**src/rtl/lab2_proc_muldiv_pkg.sv**
```systemverilog
// Shared definitions for the iterative multiply/divide unit: function codes,
// FSM states and the request message layout.
package lab2_proc_muldiv_pkg;

    localparam int DATA_W = 32;
    localparam int FN_W   = 3;
    localparam int MSG_W  = FN_W + 2 * DATA_W;
    localparam int FN_LSB = 2 * DATA_W;
    localparam int A_LSB  = DATA_W;
    localparam int B_LSB  = 0;

    localparam logic [FN_W-1:0] MULDIV_MUL  = 3'd0;
    localparam logic [FN_W-1:0] MULDIV_DIV  = 3'd1;
    localparam logic [FN_W-1:0] MULDIV_DIVU = 3'd2;
    localparam logic [FN_W-1:0] MULDIV_REM  = 3'd3;
    localparam logic [FN_W-1:0] MULDIV_REMU = 3'd4;

    typedef enum logic [1:0] {IDLE, CALC, DONE} state_t;

endpackage

```
**src/rtl/lab2_proc_iter_muldiv_dpath.sv**
```systemverilog
// Datapath for the iterative mul/div: shift-add multiply, restoring divide on
// magnitudes, sign fixup and result select.
module lab2_proc_iter_muldiv_dpath
    import lab2_proc_muldiv_pkg::*;
#(
    parameter int NBITS = 32
) (
    input  logic             clk,
    input  logic             reset,
    input  logic             load,
    input  logic             calc,
    input  logic [FN_W-1:0]  fn_in,
    input  logic [NBITS-1:0] a_in,
    input  logic [NBITS-1:0] b_in,
    output logic [NBITS-1:0] result
);

    logic [FN_W-1:0]  fn_r;
    logic [NBITS-1:0] op_a;   // multiplicand, or dividend shifting into quotient
    logic [NBITS-1:0] op_b;   // multiplier, or divisor magnitude
    logic [NBITS-1:0] acc;
    logic [NBITS-1:0] rem;
    logic             neg_q;
    logic             neg_r;

    logic             signed_in;
    logic [NBITS:0]   rem_sh;
    logic [NBITS:0]   sub;
    logic             fits;

    assign signed_in = (fn_in == MULDIV_DIV) || (fn_in == MULDIV_REM);

    always_comb begin
        rem_sh = {rem, op_a[NBITS-1]};
        sub    = rem_sh - {1'b0, op_b};
        fits   = rem_sh >= {1'b0, op_b};
    end

    always_ff @(posedge clk) begin
        if (reset) begin
            fn_r  <= '0;
            op_a  <= '0;
            op_b  <= '0;
            acc   <= '0;
            rem   <= '0;
            neg_q <= 1'b0;
            neg_r <= 1'b0;
        end else if (load) begin
            fn_r  <= fn_in;
            op_a  <= (signed_in && a_in[NBITS-1]) ? -a_in : a_in;
            op_b  <= (signed_in && b_in[NBITS-1]) ? -b_in : b_in;
            acc   <= '0;
            rem   <= '0;
            neg_q <= signed_in && (a_in[NBITS-1] ^ b_in[NBITS-1]);
            neg_r <= signed_in && a_in[NBITS-1];
        end else if (calc) begin
            if (fn_r == MULDIV_MUL) begin
                if (op_b[0])
                    acc <= acc + op_a;
                op_a <= op_a << 1;
                op_b <= op_b >> 1;
            end else begin
                rem  <= fits ? sub[NBITS-1:0] : rem_sh[NBITS-1:0];
                op_a <= {op_a[NBITS-2:0], fits};
            end
        end
    end

    // Divide by zero leaves quot=all-ones and rem=|a| naturally; only signed
    // DIV needs forcing, since the sign fixup would otherwise negate it.
    always_comb begin
        result = '0;
        case (fn_r)
            MULDIV_MUL:  result = acc;
            MULDIV_DIV:  result = (op_b == '0) ? '1 : (neg_q ? -op_a : op_a);
            MULDIV_DIVU: result = op_a;
            MULDIV_REM:  result = neg_r ? -rem : rem;
            MULDIV_REMU: result = rem;
            default:     result = '0;
        endcase
    end

endmodule

```
**src/rtl/lab2_proc_iter_muldiv.sv**
```systemverilog
// Iterative 32-cycle multiply/divide unit with val/rdy request/response
// streams; holds the FSM, iteration counter and handshake logic.
module lab2_proc_iter_muldiv
    import lab2_proc_muldiv_pkg::*;
#(
    parameter int NBITS = 32,
    parameter int NITER = 32
) (
    input  logic             clk,
    input  logic             reset,
    input  logic             istream_val,
    output logic             istream_rdy,
    input  logic [MSG_W-1:0] istream_msg,
    output logic             ostream_val,
    input  logic             ostream_rdy,
    output logic [NBITS-1:0] ostream_msg
);

    localparam int CW = $clog2(NITER + 1);

    state_t        state_r;
    state_t        state_n;
    logic [CW-1:0] cnt_r;
    logic          load;
    logic          calc;

    always_ff @(posedge clk) begin
        if (reset) begin
            state_r <= IDLE;
            cnt_r   <= '0;
        end else begin
            state_r <= state_n;
            if (load)
                cnt_r <= CW'(NITER);
            else if (calc)
                cnt_r <= cnt_r - CW'(1);
        end
    end

    always_comb begin
        state_n     = state_r;
        istream_rdy = 1'b0;
        ostream_val = 1'b0;
        load        = 1'b0;
        calc        = 1'b0;
        case (state_r)
            IDLE: begin
                istream_rdy = 1'b1;
                if (istream_val) begin
                    load    = 1'b1;
                    state_n = CALC;
                end
            end
            CALC: begin
                calc = 1'b1;
                if (cnt_r == CW'(1))
                    state_n = DONE;
            end
            DONE: begin
                ostream_val = 1'b1;
                if (ostream_rdy)
                    state_n = IDLE;
            end
            default: state_n = IDLE;
        endcase
    end

    lab2_proc_iter_muldiv_dpath #(.NBITS(NBITS)) u_dpath (
        .clk    (clk),
        .reset  (reset),
        .load   (load),
        .calc   (calc),
        .fn_in  (istream_msg[FN_LSB +: FN_W]),
        .a_in   (istream_msg[A_LSB +: NBITS]),
        .b_in   (istream_msg[B_LSB +: NBITS]),
        .result (ostream_msg)
    );

endmodule
```
**config.mk**
```make
export PLATFORM = sky130hd
export DESIGN_NAME = lab2_proc_iter_muldiv
export DESIGN_NICKNAME = d
export VERILOG_FILES = /design/src/rtl/lab2_proc_muldiv_pkg.sv /design/src/rtl/lab2_proc_iter_muldiv_dpath.sv /design/src/rtl/lab2_proc_iter_muldiv.sv
export SDC_FILE = /design/constraint.sdc
export NUM_CORES = 1
export LEC_CHECK = 0
export CAP_MARGIN = 20
export CORE_MARGIN = 3
export CORE_UTILIZATION = 47
export CTS_CLUSTER_DIAMETER = 120
export CTS_CLUSTER_SIZE = 28
export DETAILED_ROUTE_END_ITERATION = 12
export GPL_ROUTABILITY_DRIVEN = 0
export PLACE_DENSITY = 0.79
export SKIP_CTS_REPAIR_TIMING = 1
export SYNTH_ARGS = -nofsm -noshare
export SYNTH_HDL_FRONTEND = slang
export SYNTH_SLANG_ARGS = --single-unit
```
**constraint.sdc**
```tcl
create_clock -name clk -period 3.35 [get_ports clk]
set_clock_uncertainty 0.2 [all_clocks]
set_input_delay 0.335 -clock clk [delete_from_list [all_inputs] [get_ports clk]]
set_output_delay 0.335 -clock clk [all_outputs]
set_load 0.05 [all_outputs]
```
==> run metrics <==
Leak Pwr 6.14 nW; initial drt markers 1660; DP HPWL 32000 µm; syn_area_per_cell 7.28 µm²; Critical Path Fanout Max 4; sequential-to-total area share from yosys stat 22.1%; PnR worst setup slack -0.709 ns; outcome finished, violations left; hold path depth 2; fill count 2198; Post-synth EDFFs 0; PwrDens 433 mW/mm²; Worst Tran Pin Value 0.947 ns; TritonCTS clock tree yes; r2r endpoint u_dpath.rem[2]; drt via density 6.33; CP Data Required Time 2.81 ns; fin nets 2029; share of layout cells above drive strength 1 14.3%; CP endpoint kind primary output; minimum clock period 4.06 ns; first-pass GRT wire length 65400 µm; worst skew pair latency 0.42 ns; fin. max-slew vios 0; yosys warns 0; # port buffers 104; register bit total from synthesis 141; Storage cell area 0.00283 mm²; net load switching power 0.00269 W; reg2reg setup slack 0.15 ns; gr ovfl total 0; Critical Path Source Type flop; share of total power in sequential cells 28.1%; Net Count, Synth 1893; critical path class reg -> out; prevailing post-synth register cell dfxtp_1; initial antenna violation count 1; vias in the first global route 13000; largest net degree at the start of global routing 76; most common cell in the netlist nand2_1; Tot GR Track Use 27.6%; RSZ-0062 raised after global routing true; Max IR drop VDD 0.352 mV; largest cells by area after synthesis dfxtp_1, xnor2_1, ha_1; FP Rows 59; Yosys top cell area share 22.1%; final setup violation count 21; clk sink count 141; Hold Vio Cnt, Final 0; Fmax 246 MHz; CTS root buf clkbuf_16; clock buffer depth 2; Starting Density 48.4%; worst hold path class reg -> reg; Final Routed Wirelength 42000 µm; # placed instances 2196; combinational share of power 41.7%; clock network power share 30.2%; fraction of registers with async set/reset 0%; synthesized cell area 0.0127 mm²; Worst Hold End u_dpath.neg_r; n_diodes 0; Routed wire per std cell 18.8 µm; Detail Route Antenna Nets 0; Worst Path Arrival 3.52 ns; area of the multi-input gates 0.00967 mm²; Die H 171 µm; Hold WS 0.281 ns; Distinct cells, synth 69; Max-Cap Viols 0; num ports 105; Post-Layout Cell Count 2235; clk slew on worst S/H paths 0.07 ns; reg2reg path depth 13; final worst path period share 121%; Synth area leader dfxtp_1; core footprint 0.0264 mm²; drt pass-1 iters 6; Slew HR 36.6%; die area 0.0291 mm²; Inserted Clock Buffers 17; drt drc 0; cell count after synthesis 1751; Worst Hold Launch u_dpath.neg_r; Post-synth top cells nand2_1, nor2_1, a21oi_1, o21ai_0, dfxtp_1; Area Overhead vs Synth 26.9%; P_int 0.00432 W; failing checks negative setup slack; chip width 171 µm; via count 14100; worst r2r src u_dpath.rem[5]; htree depth 4; sw frac 38.3%
-- layout by cell type, fill, tap and decap left out, types with 22 or more instances in the layout --
| cell | synthesis | final |
|---|---|---|
| ha_1 | 69 | 66 |
| nor3_1 | 28 | 27 |
| clkdlybuf4s50_1 | 0 | 71 |
| o31ai_1 | 25 | 22 |
| o21ai_0 | 146 | 136 |
| nor4_1 | 22 | 22 |
| a311oi_1 | 29 | 29 |
| a31oi_1 | 23 | 23 |
| buf_12 | 0 | 32 |
| nand2_1 | 188 | 185 |
| buf_4 | 0 | 127 |
| xnor2_1 | 107 | 107 |
| dfxtp_1 | 141 | 136 |
| mux2i_1 | 53 | 53 |
| a21o_1 | 23 | 23 |
| xor2_1 | 54 | 49 |
| a211oi_1 | 62 | 61 |
| nor2_1 | 169 | 167 |
| inv_1 | 70 | 70 |
| nand3_1 | 28 | 28 |
| a21oi_1 | 159 | 158 |
-- metal layers --
| layer | up-vias | part of all wire (%) | global-route usage (%) |
|---|---|---|---|
| li1 | 6668 | - | - |
| met4 | 0 | 2.3 | 7.20 |
| met3 | 86 | 9.5 | 5.20 |
| met2 | 733 | 45 | 44.1 |
| met1 | 6661 | 43 | 38.2 |
| met5 | - | 0 | 0 |
-- worst max-delay path, stage by stage, from the launching register on --
cell,delay [ns]
dfxtp_2,0.32
or3_4,0.39
or4_4,0.43
or3_4,0.34
or3_4,0.36
buf_4,0.15
buf_6,0.13
o41ai_4,0.37
xor2_1,0.14
o221ai_2,0.31
buf_12,0.18
-- layout make-up --
cell class                      instances  area share [%]
Clock inverter                         13            1.24
Sequential cell                       141            17.5
Timing Repair Buffer                  234            14.6
Clock buffer                           19            2.74
Multi-Input combinational cell       1423            59.7
Inverter                               70            1.62
Tap cell                              335            2.59
-- kinds of logic after synthesis --
logic type                 count (synthesis)  synth area share (%)
AOI/OAI and AO/OA                        594                  30.2
buffers and inverters                    187                  5.52
xor gates and xnor gates                 161                  11.1
muxes                                     55                  4.43
and+or+nand+nor                          542                  19.6
adders and majority gates                 71                  7.09
DFF                                      141                  22.1
-- worst max-delay path by stage --
| stage | startpoint | end | depth (start not counted) |
|---|---|---|---|
| 6_report | u_dpath.rem[4] | ostream_msg[21] | 10 |
| 5_1_grt | u_dpath.rem[4] | ostream_msg[29] | 9 |
| 4_1_cts | u_dpath.rem[4] | ostream_msg[25] | 9 |
| 3_3_place_gp | u_dpath.rem[4] | ostream_msg[31] | 9 |
| 3_5_place_dp | u_dpath.rem[4] | ostream_msg[25] | 9 |
| 2_1_floorplan | u_dpath.rem[4] | ostream_msg[24] | 8 |
-- state kept, by name, summed over array words and instances (netlist names) --
name	count
u_dpath.rem	32
u_dpath.neg_q	1
u_dpath.acc	32
state_r	2
u_dpath.op_b	32
u_dpath.op_a	32
cnt_r	6
u_dpath.neg_r	1
u_dpath.fn_r	3
-- metrics by stage --
step	TNS [ns]	utilization (%)	total power (W)	setup slack, ns	instance area (µm²)
after global routing	-11.31	61.4	0.00730	-0.794	16200
after detailed placement	-2.12	57.7	0.00470	-0.355	15200
final	-9.71	61.4	0.00701	-0.709	16200
after floorplan	-1.45	-	0.00373	-0.387	12900
after CTS	-9.59	60.2	0.00679	-0.797	15900
after global placement	-1.36	57.7	0.00463	-0.257	15200
-- power by group through the flow --
stage               combinational [W]  sequential, W  clock (W)
detailed placement            0.00270        0.00200          0
floorplan                     0.00176        0.00197          0
CTS                           0.00272        0.00196    0.00210
global route                  0.00314        0.00199    0.00218
global placement              0.00264        0.00199          0
finish                        0.00292        0.00197    0.00212
No activity file was read; power rests on OpenSTA's default activity.
